$ cat src/rtl/mul_div_unit.sv
// mul_div_unit: iterative WIDTH-bit multiply/divide unit for the EX stage.
// One shared shift datapath: shift-add multiply, restoring divide.
//
// Optional feature: define MUL_DIV_SIGNED_EN to enable signed MULT/DIV
// (op_i[0]=1). Without it op_i[0] is ignored and every op is unsigned.
//
// Ports:
//   clk_i        clock, rising edge
//   rst_i        synchronous active-low reset
//   start_i      issue request, sampled only while busy_o=0
//   op_i         00 MULTU, 01 MULT, 10 DIVU, 11 DIV
//   src1_i       multiplicand / dividend
//   src2_i       multiplier / divisor
//   busy_o       op in flight, pipeline stalls
//   done_o       one-cycle pulse, hi_o/lo_o valid
//   hi_o         product[63:32] or remainder
//   lo_o         product[31:0] or quotient
//   div_zero_o   divisor was zero, held until the next done_o
module mul_div_unit #(
  parameter int unsigned WIDTH = 32
) (
  input  logic             clk_i,
  input  logic             rst_i,
  input  logic             start_i,
  input  logic [1:0]       op_i,
  input  logic [WIDTH-1:0] src1_i,
  input  logic [WIDTH-1:0] src2_i,
  output logic             busy_o,
  output logic             done_o,
  output logic [WIDTH-1:0] hi_o,
  output logic [WIDTH-1:0] lo_o,
  output logic             div_zero_o
);

  localparam int unsigned CW = $clog2(WIDTH);
  localparam int unsigned AW = 2 * WIDTH;

  typedef enum logic [1:0] {IDLE, CALC, FIX, DONE} state_t;

  state_t           state;
  logic [CW-1:0]    count;
  logic             primed;     // first CALC cycle loads magnitudes, then iterate
  logic [WIDTH-1:0] raw1;
  logic [WIDTH-1:0] raw2;
  logic [WIDTH-1:0] addend;     // multiplicand or divisor magnitude
  logic [AW-1:0]    acc;        // product accumulator or {rem, quo}
  logic             is_div;
  logic             div_zero;

  logic [WIDTH-1:0] mag1_c;
  logic [WIDTH-1:0] mag2_c;
  logic [WIDTH:0]   mul_sum_c;
  logic [AW-1:0]    mul_next_c;
  logic [WIDTH:0]   rem_sh_c;
  logic             rem_ge_c;
  logic [WIDTH-1:0] rem_diff_c;
  logic [AW-1:0]    div_next_c;
  logic [WIDTH-1:0] res_hi_c;
  logic [WIDTH-1:0] res_lo_c;

`ifdef MUL_DIV_SIGNED_EN
  logic sgn1;
  logic sgn2;

  // Operand magnitudes from the captured raw values
  assign mag1_c = sgn1 ? (~raw1 + WIDTH'(1)) : raw1;
  assign mag2_c = sgn2 ? (~raw2 + WIDTH'(1)) : raw2;
`else
  logic unused_op0_c;

  assign unused_op0_c = op_i[0];
  assign mag1_c       = raw1;
  assign mag2_c       = raw2;
`endif

  // Shift-add step: conditional add into the upper half, then shift right
  always_comb begin
    mul_sum_c  = {1'b0, acc[AW-1:WIDTH]} + {1'b0, addend};
    mul_next_c = {1'b0, acc[AW-1:1]};
    if (acc[0]) begin
      mul_next_c = {mul_sum_c, acc[WIDTH-1:1]};
    end
  end

  // Restoring step: shift {rem,quo} left, keep the trial difference if non-negative
  always_comb begin
    rem_sh_c   = acc[AW-1:WIDTH-1];
    rem_ge_c   = rem_sh_c >= {1'b0, addend};
    rem_diff_c = rem_sh_c[WIDTH-1:0] - addend;
    div_next_c = {acc[AW-2:0], 1'b0};
    if (rem_ge_c) begin
      div_next_c = {rem_diff_c, acc[WIDTH-2:0], 1'b1};
    end
  end

  // Final result with sign correction; divide by zero bypasses the fix
  always_comb begin
    res_hi_c = acc[AW-1:WIDTH];
    res_lo_c = acc[WIDTH-1:0];
    if (div_zero) begin
      res_hi_c = raw1;
      res_lo_c = '1;
    end
`ifdef MUL_DIV_SIGNED_EN
    else if (is_div) begin
      if (sgn1 ^ sgn2) res_lo_c = ~acc[WIDTH-1:0] + WIDTH'(1);
      if (sgn1)        res_hi_c = ~acc[AW-1:WIDTH] + WIDTH'(1);
    end else if (sgn1 ^ sgn2) begin
      {res_hi_c, res_lo_c} = ~acc + AW'(1);
    end
`endif
  end

  // Control FSM and datapath registers
  always_ff @(posedge clk_i) begin
    if (!rst_i) begin
      state      <= IDLE;
      count      <= '0;
      primed     <= 1'b0;
      raw1       <= '0;
      raw2       <= '0;
      addend     <= '0;
      acc        <= '0;
      is_div     <= 1'b0;
      div_zero   <= 1'b0;
      busy_o     <= 1'b0;
      done_o     <= 1'b0;
      hi_o       <= '0;
      lo_o       <= '0;
      div_zero_o <= 1'b0;
`ifdef MUL_DIV_SIGNED_EN
      sgn1       <= 1'b0;
      sgn2       <= 1'b0;
`endif
    end else begin
      done_o <= 1'b0;
      case (state)
        IDLE, DONE: begin
          state <= IDLE;
          if (start_i) begin
            raw1     <= src1_i;
            raw2     <= src2_i;
            is_div   <= op_i[1];
            div_zero <= op_i[1] && (src2_i == '0);
            count    <= CW'(WIDTH - 1);
            primed   <= 1'b0;
`ifdef MUL_DIV_SIGNED_EN
            sgn1     <= op_i[0] & src1_i[WIDTH-1];
            sgn2     <= op_i[0] & src2_i[WIDTH-1];
`endif
            busy_o   <= 1'b1;
            state    <= CALC;
          end
        end
        CALC: begin
          if (!primed) begin
            primed <= 1'b1;
            acc    <= {{WIDTH{1'b0}}, (is_div ? mag1_c : mag2_c)};
            addend <= is_div ? mag2_c : mag1_c;
          end else begin
            acc <= is_div ? div_next_c : mul_next_c;
            if (count == '0) begin
              state <= FIX;
            end else begin
              count <= count - CW'(1);
            end
          end
        end
        FIX: begin
          hi_o       <= res_hi_c;
          lo_o       <= res_lo_c;
          div_zero_o <= div_zero;
          done_o     <= 1'b1;
          busy_o     <= 1'b0;
          state      <= DONE;
        end
        default: state <= IDLE;
      endcase
    end
  end

endmodule

$ cat config.mk
export PLATFORM = sky130hd
export DESIGN_NAME = mul_div_unit
export DESIGN_NICKNAME = d
export VERILOG_FILES = /design/src/rtl/mul_div_unit.sv
export SDC_FILE = /design/constraint.sdc
export NUM_CORES = 1
export LEC_CHECK = 0
export CORE_MARGIN = 2
export CORE_UTILIZATION = 56
export DETAILED_ROUTE_END_ITERATION = 10
export PLACE_DENSITY = 0.89
export SLEW_MARGIN = 40
export SYNTH_ARGS = -nofsm -noshare
export SYNTH_HDL_FRONTEND = slang
export SYNTH_SLANG_ARGS = --single-unit
export TNS_END_PERCENT = 100
$ cat constraint.sdc
create_clock -name clk_i -period 3.9 [get_ports clk_i]
set_clock_uncertainty 0.1 [all_clocks]
set_input_delay 0.78 -clock clk_i [delete_from_list [all_inputs] [get_ports clk_i]]
set_output_delay 0.78 -clock clk_i [all_outputs]
set_load 0.01 [all_outputs]
* Word level (Yosys, flattened, before mapping) *
Cells that the tools add are included.

word-level totals
  logic and storage cells = 60
  bits in registers = 237

operators by class
  $add $sub $neg = 3
  bitwise logic cells = 1
  $lt $le $gt $ge = 1
  equality and inequality tests = 7
  reductions and logical operators = 13
  multiplexer cells = 21

operators by type and width
  cell                                               count
  2-to-1 mux 64 bit                                  4
  2-to-1 mux 32 bit                                  4
  adder 32 x 32 -> 33 bit                            1
  greater-or-equal comparator 33 x 32 -> 1 bit       1
  zero test 32 bit                                   1
  subtractor 32 bit                                  1
  2-to-1 mux 5 bit                                   3
  one-hot mux 5 bit (2 select lines)                 1
  AND reduction 2 bit                                5
  inequality test 2 bit (second input constant)      4
  one-hot mux 2 bit (3 select lines)                 1
  zero test 5 bit                                    1
  subtractor 5 x 1 -> 5 bit (second input constant)  1
  == test 2 bit (second input constant)              2
  2-to-1 mux 1 bit                                   4
  2-to-1 mux 2 bit                                   2
  one-hot mux 1 bit (2 select lines)                 2
  AND reduction 4 bit                                1
  nonzero test 2 bit                                 2
  == test 2 x 1 -> 1 bit (second input constant)     1
  zero test 2 bit                                    1
  OR reduction 2 bit                                 1
  logical AND 1 bit                                  1
  NOT 1 bit                                          1

* Longest topological paths before layout *
Gate-level depths: netlist (run 1).

  word-level depth = 4
  depth in mapped cells = 14
  gate-level depth less buffers = 13

* Worst setup path before layout (run 1) *
No wires, ideal clock.

  kind = register -> register
  start point = register addend[8]
  end point = register acc[37]
  data arrival time = 2669 ps
  clock period less this slack = 2886 ps
  required time = 3683 ps
  path slack = 1014 ps
  cell stages (with the launch flop) = 12
  cell sequence = dfxtp_1 inv_1 ha_1 buf_2 a21o_1 a221o_1 a21oi_4 a21oi_2 a221oi_2 buf_2 o211ai_1 a32o_1

on the way
  longest elaborated chain between the ends = 4

RTL lines
  element                                       RTL line  source
  start: declaration                            45        logic [WIDTH-1:0] addend;
  start signal: assignment                      159       addend <= is_div ? mag2_c : mag1_c;
  greater-or-equal comparator 33 x 32 -> 1 bit  88        rem_ge_c = rem_sh_c >= {1'b0, addend};
  2-to-1 mux 64 bit                             91        if (rem_ge_c) begin
  2-to-1 mux 64 bit                             161       acc <= is_div ? div_next_c : mul_next_c;
  2-to-1 mux 64 bit                             156       if (!primed) begin
  end signal: assignment                        158       acc <= {{WIDTH{1'b0}}, (is_div ? mag1_c : mag2_c)};
  end signal: assignment                        161
  end: declaration                              46        logic [AW-1:0] acc;

No other way between the ends.
A chain may end at the register's enable or synchronous reset.

* Worst setup path after layout (run 1) *
  start point = register acc[35]
  end point = register acc[53]

on the way
  longest elaborated chain between the ends = 4
  elaborated cells between the ends (all ways) = 7
  classes of those cells = add/sub: 2; order compare: 1; mux: 4

RTL lines
  element                                          RTL line  source
  adder 32 x 32 -> 33 bit (tied with other cells)  78        mul_sum_c = {1'b0, acc[AW-1:WIDTH]} + {1'b0, addend};
  2-to-1 mux 64 bit (on tied branches)             80, 91
  2-to-1 mux 64 bit *                              161
  2-to-1 mux 64 bit *                              156

Mark *: on every way between the ends. The rest lies on a longest branch, timed or not.

==> metrics.md, run 1 <==
| Metric | Value |
|---|---|
| Final count of negative-setup-slack endpoints | 0 |
| Setup repair after global routing missed its margin | no |
| Max Fclk | around 290 MHz |
| Post-synth net total | between 1.5k and 2k |
| Number of standard cells after synthesis | between 1.5k and 2k |
| Time the worst path needs with I/O delays and setup | about 3500 ps |
| Final setup TNS | 0 ps |
| Setup crit end kind | register |
| Post-route cell area | about 16,000 um2 |
| Type of origin of the critical path | register |
| DRC | 0 |
| Global-route wire length before repair | approximately 70,000 um |
| Deepest level of the CTS H-tree | 1 |
| Post-synthesis cell area | between 10,000 and 15,000 um2 |
| Post_cts resized | 0 |
| Synthesized area divided by synthesized cell count | about 8 um2 |
| Filler cells | roughly 1.8k |
| Total iterations of the first detailed-routing run | 8 |
| Synth warnings | 0 |
| Hold Worst Slack | 377 ps |
| Final GP Congestion | between 1 and 1.5 |
| Floorplan die height | 162 um |
| I/O pin cnt | roughly 140 |
| Clk pin slew, worst setup/hold paths | roughly 70 ps |
| Max stage delay cell, worst path | dfxtp_1 |
| R2R setup slack | around 400 ps |
| Count of unique library cells instantiated by Yosys | 81 |
| Area growth from synthesis to final layout | 16.5% |
| CTS tree | done |
| Cell Rows | between 50 and 60 |
| Number of synthesized register bits | between 200 and 250 |
| Most frequent cells in the layout | dfxtp_1 (234), nand2_1 (225), nor2_1 (210), a21oi_1 (137), clkdlybuf4s50_1 (134) |
| Starting Density | 57.1% |
| Cell family with the largest share of critical-path delay | compound AO/OA/AOI/OAI gates |
| Clock Latency Late Sink | roughly 530 ps |
| Count of hold buffers inserted by post-cts repair | 0 |
| Crit Path Category | reg2reg |
| Top_reg_cell synth | dfxtp_1 |
| Fraction of layout cells with a size suffix above 1 | between 6 and 7% |
| Wire per inst | around 21 um |
| Max-slew headroom at the worst pin | between 40% and 50% |
| Count of flip-flops with a built-in enable after synthesis | 0 |
| Run status | completed |
| Post-route clock period utilization | between 80 and 90% |
| Nets@finish | between 1.5k and 2k |
| Data arrival at the endpoint of the critical path | between 3000 and 4000 ps |
| Worst path bufs/invs | 1 |
| DRC violation total after the first TritonRoute iteration | roughly 1.8k |
| Total Routing Usage GR | between 30% and 40% |
| N_diodes | 0 |
| VDD IR-drop max | 0.624 mV |
| Detailed-route wire length | between 40,000 and 50,000 um |
| Required time at the endpoint of the critical path | 4210 ps |
| Root buffer cell | clkbuf_16 |
| Commonest non-fill, non-tap cell in the layout | dfxtp_1 |
| Max-cap viol count | 0 |
| Count of input and output buffers | about 130 |
| Vias per cell | between 6 and 7 |
| Measured slew at the worst slew-check pin | 859 ps |
| Lkg Pwr | 0.00598 uW |
| Antenna viol nets, final | 0 |
| Peak fanout along the critical path | 15 |
| Type of the most critical hold path | reg2reg |
| Half-perimeter wire length after detailed placement | around 30,000 um |
| Share of the yosys chip area belonging to registers | about a third |
| Post-CTS setup repair buffer count | 0 |
| Max-slew violation count | 0 |
| Critical Path, Cell by Cell | ha_1 -> a21oi_1 -> nor3b_2 -> a211oi_4 -> a21oi_4 -> a21oi_2 -> a221oi_4 -> buf_4 -> a31oi_1 -> a211o_1 -> a32o_1 |
| Pwr dens | 737 nW/um2 |
| Overall die width | between 150 and 200 um |
| Antenna violations before repair | 0 |
| Buffer depth of the longest clock path | 3 |
| Largest net degree at the start of global routing | between 150 and 200 |
| TritonCTS Buffers | 23 |
| Asr flop ratio synth | 0% |
| Total cell area at the placement stage | about 15,000 um2 |
| Full die area | ~26,000 um2 |
| Core box area | 24,400 um2 |
| Final hold violation count | 0 |
| Via count of the first global-routing pass | 13.0k |
| Crit-path max cell delay | around 460 ps |
| Count of clock tree sinks | 237 |
| Vias | about 14k |
| GRT overflow | 0 |
[power breakdown]
group          internal [uW]  leakage [uW]  total (uW)  switching, uW
Combinational           2470       0.00369        5970           3510
Clock                   1210      0.000354        2200            984
Sequential              3070       0.00194        3790            712
[cell usage after synthesis (10+ instances only)]
cell type | instances | area, um2
clkbuf_1 | 89 | 334
a21o_1 | 26 | 195
mux2i_1 | 70 | 701
nor2_1 | 212 | 796
o21ai_1 | 10 | 50.1
o211ai_1 | 15 | 113
a31oi_1 | 20 | 125
o22ai_1 | 32 | 200
xnor2_1 | 23 | 201
nand2_1 | 226 | 848
dfxtp_1 | 237 | 4740
o21bai_1 | 11 | 82.6
buf_2 | 10 | 50.1
nand3_1 | 21 | 105
a22o_1 | 16 | 140
a211oi_1 | 92 | 691
buf_1 | 17 | 63.8
ha_1 | 68 | 851
o21a_1 | 15 | 113
o21ai_0 | 29 | 145
o31ai_1 | 11 | 82.6
nor2b_1 | 11 | 68.8
inv_1 | 56 | 210
a21oi_1 | 137 | 686
mux4_2 | 32 | 721
nand4_1 | 11 | 68.8
xor2_1 | 17 | 149
nor3_1 | 56 | 280
[final timing paths]
check        startpoint  cells after the start  endpoint
max             acc[35]                     11   acc[53]
min              busy_o                      2    busy_o
max reg2reg     acc[35]                     11   acc[53]
min reg2reg      busy_o                      2    busy_o
[final cells by class]
cell class	count	area, um2	area share (%)
inverter	58	223	1.37
multi-input combinational	1289	8530	52.6
tap	324	405	2.50
sequential	237	4750	29.3
clock inverter	5	41.3	0.254
timing repair buffer	162	1590	9.79
clock buffer	36	684	4.22
[kinds of logic (layout without fill, tap and decap cells)]
family / after synthesis / count (layout) / share of synthesized area (%)
AO/OA/AOI/OAI: 471 / 471 / 22.8
adder cells (fa/ha/maj): 70 / 70 / 6.40
XOR/XNOR: 40 / 40 / 2.52
AND/OR/NAND/NOR: 604 / 604 / 19.0
multiplexers: 104 / 104 / 10.4
buffers and inverters: 176 / 261 / 4.92
flip-flops: 237 / 237 / 34.1
[through the flow]
step                      std cells  setup slack, ps  utilization [%]  power [uW]
after floorplan                1702             1010                -        7660
after global placement         2070              550             63.5        9330
after detailed placement       2070              529             63.5        9520
after CTS                      2111              486             66.5       11800
after global routing           2111              227             66.5       12600
final                          2111              402             66.5       12000
[state kept, by name (all words and copies together), names as in the netlist]
name        count
primed          1
div_zero_o      1
div_zero        1
count           5
acc            64
state           2
mag2_c         32
addend         32
busy_o          1
lo_o           32
done_o          1
mag1_c         32
hi_o           32
is_div          1
[tightest hold or removal path, delay by kind of cell, from the launching register on]
kind	cells	cell delay (ps)
DFF	1	320
AOI/OAI and AO/OA	1	50
and+or+nand+nor	1	60
[routing by layer]
metal | global-route usage (%) | vias up | routed length [um]
li1 | - | 6316 | -
met1 | 44.8 | 6483 | 17300
met2 | 51.2 | 989 | 19400
met3 | 5.01 | 151 | 5210
met4 | 11.0 | 0 | 1610
met5 | 0 | - | 0
Note: power is estimated with default switching activity, not from simulation.
==> run 2, diff against run 1 <==
--- a/config.mk
+++ b/config.mk
@@ -8,6 +8,7 @@
 export CORE_MARGIN = 2
 export CORE_UTILIZATION = 56
 export DETAILED_ROUTE_END_ITERATION = 10
+export GPL_TIMING_DRIVEN = 0
 export PLACE_DENSITY = 0.89
 export SLEW_MARGIN = 40
 export SYNTH_ARGS = -nofsm -noshare
==> constraint.sdc (replaced) <==
create_clock -name clk_i -period 4.2 [get_ports clk_i]
set_clock_uncertainty 0.1 [all_clocks]
set_input_delay 0.84 -clock clk_i [delete_from_list [all_inputs] [get_ports clk_i]]
set_output_delay 0.84 -clock clk_i [all_outputs]
set_load 0.05 [all_outputs]
==> run 2 against run 1 <==
Effect of this change: worst setup slack lost 52 ps; register-to-register slack got worse by 50 ps; sequential share of layout area shrank 0.51 points; critical path type unchanged; highest routed layer unchanged.
==> metrics.md, run 2 (synthesis gave the netlist of run 1 again) <==
| Metric | Value |
|---|---|
| Clock Latency Late Sink | ~530 ps |
| Post-route total power | 12,000 uW |
| Count of hold buffers inserted by post-cts repair | 0 |
| Max Fclk | about 260 MHz |
| Commonest non-fill, non-tap cell in the layout | dfxtp_1 |
| Total iterations of the first detailed-routing run | 8 |
| Deepest level of the CTS H-tree | 1 |
| Filler cells | roughly 1.9k |
| Wire per inst | around 22 um |
| Total Routing Usage GR | 35.8% |
| Time the worst path needs with I/O delays and setup | ~3800 ps |
| FF+latch area | 4740 um2 |
| GRT overflow | 0 |
| Max-cap viol count | 0 |
| Vias per cell | roughly 6.5 |
| Final count of negative-setup-slack endpoints | 0 |
| Setup crit end kind | register |
| Peak fanout along the critical path | 10 |
| Global-route wire length before repair | roughly 74,000 um |
| Post-route clock period utilization | between 90% and 100% |
| Register with the most flip-flops | acc |
| Type of origin of the critical path | register |
| Via count of the first global-routing pass | 13.8k |
| Root buffer cell | clkbuf_16 |
| Antenna violations before repair | 0 |
| Final core utilization | roughly 68% |
| Lkg Pwr | just over 0.006 uW |
| Total cell area at the placement stage | approximately 16,000 um2 |
| Final hold violation count | 0 |
| Setup repair after global routing missed its margin | no |
| Worst hold path endpoint | mag2_c[0] |
| Count of clock tree sinks | between 200 and 250 |
| Post-route cell area | 16,500 um2 |
| Nets@finish | around 2k |
| Antenna viol nets, final | 0 |
| Largest net degree at the start of global routing | 14 |
| Fraction of layout cells with a size suffix above 1 | under 10% |
| N_diodes | 0 |
| Starting Density | between 50 and 60% |
| Buffer depth of the longest clock path | 3 |
| Required time at the endpoint of the critical path | 4490 ps |
| Vias | 14.4k |
| Crit Path Category | reg2reg |
| Flip-flop count of the largest register after layout | 64 |
| Floorplan die height | approximately 160 um |
| Overall die width | ~160 um |
| TritonCTS Buffers | 24 |
| Destination of the worst register-to-register timing path | acc[60] |
| Max-slew violation count | 0 |
| Number of cells on the worst hold path | 2 |
| Measured slew at the worst slew-check pin | roughly 900 ps |
| Core box area | about 24,000 um2 |
| Final setup TNS | 0 ps |
| Most frequent cells in the layout | dfxtp_1 (237), nand2_1 (226), nor2_1 (211), a21oi_1 (137), clkdlybuf4s50_1 (134) |
| Post_cts resized | 0 |
| Hold_sp | mag2_c[0] |
| Cell Rows | 57 |
| Post-CTS setup repair buffer count | 0 |
| Pre-CTS setup slack | 512 ps |
| Half-perimeter wire length after detailed placement | approximately 36,000 um |
| CTS tree | done |
| R2R setup slack | ~350 ps |
| Full die area | 26,100 um2 |
| Data arrival at the endpoint of the critical path | 4140 ps |
| Area growth from synthesis to final layout | 18.5% |
| Detailed-route wire length | about 48,000 um |
| Max-slew headroom at the worst pin | roughly two fifths |
| Run status | completed |
| DRC | 0 |
| Count of input and output buffers | around 130 |
| Area of the multi-input gates | between 8000 and 9000 um2 |
| VDD IR-drop max | 0.576 mV |
| Clk pin slew, worst setup/hold paths | about 60 ps |
| Pwr dens | between 700 and 800 nW/um2 |
| Number of cell instances on the worst register-to-register path | 12 |
| Type of the most critical hold path | reg2reg |
| Worst setup margin | around 350 ps |
| I/O pin cnt | between 100 and 150 |
| DRC violation total after the first TritonRoute iteration | roughly 1.8k |
| Final GP Congestion | 0.990 |
| Reg2Reg Launch Point | addend[14] |
run 2: changes by cell type in the layout (fill, tap and decap cells not counted), moves of 3 or more:
cell       change
clkbuf_1      +87
buf_4         -24
buf_1         +15
buf_2         +11
buf_12         -3
bufinv_16      +3
dfxtp_1        +3
inv_6          -3
run 2: critical path, stage by stage (launching register included):
cell      delay, ps
dfxtp_1         450
inv_1            70
ha_1            280
buf_2           180
a21o_1          190
a21o_1          170
a21oi_1         440
a21oi_2         140
a221oi_2        730
buf_2           420
nor2_1          100
a221oi_1        320
o21ai_1         130
run 2: stage by stage:
stage | instances | hold WS [ps]
finish | 2201 | 375
global route | 2201 | 395
CTS | 2201 | 374
detailed placement | 2160 | 365
global placement | 2160 | 360
floorplan | 1702 | 346
run 2: report_power, final:
group	switching, uW	total (uW)	leakage (uW)	internal (uW)
logic	4010	6250	0.00371	2240
registers	675	3530	0.00194	2850
clock network	917	2270	0.000404	1350
run 2: final cells by class:
class	instances	share of cell area, %
clock inverters	6	0.637
flip-flops and latches	237	28.8
well taps	324	2.46
clock buffers	35	4.32
inverters	58	1.32
multi-input cells	1289	51.5
plain buffers	118	2.84
repair buffers	134	8.13
run 2: per-layer routing:
layer | up-vias | track usage, % | share of wire (%)
li1 | 6493 | - | -
met1 | 6663 | 47.0 | 38
met2 | 999 | 58.1 | 44
met3 | 218 | 6.41 | 13
met4 | 0 | 16.0 | 5.1
met5 | - | 0 | 0
run 2: how the worst max path moves through the flow:
stage | slack (ps) | to | start
floorplan | 1310 | acc[37] | addend[8]
global placement | 520 | acc[60] | addend[11]
detailed placement | 510 | acc[60] | acc[45]
CTS | 480 | acc[60] | acc[45]
global route | 340 | acc[60] | addend[14]
finish | 350 | acc[60] | addend[14]
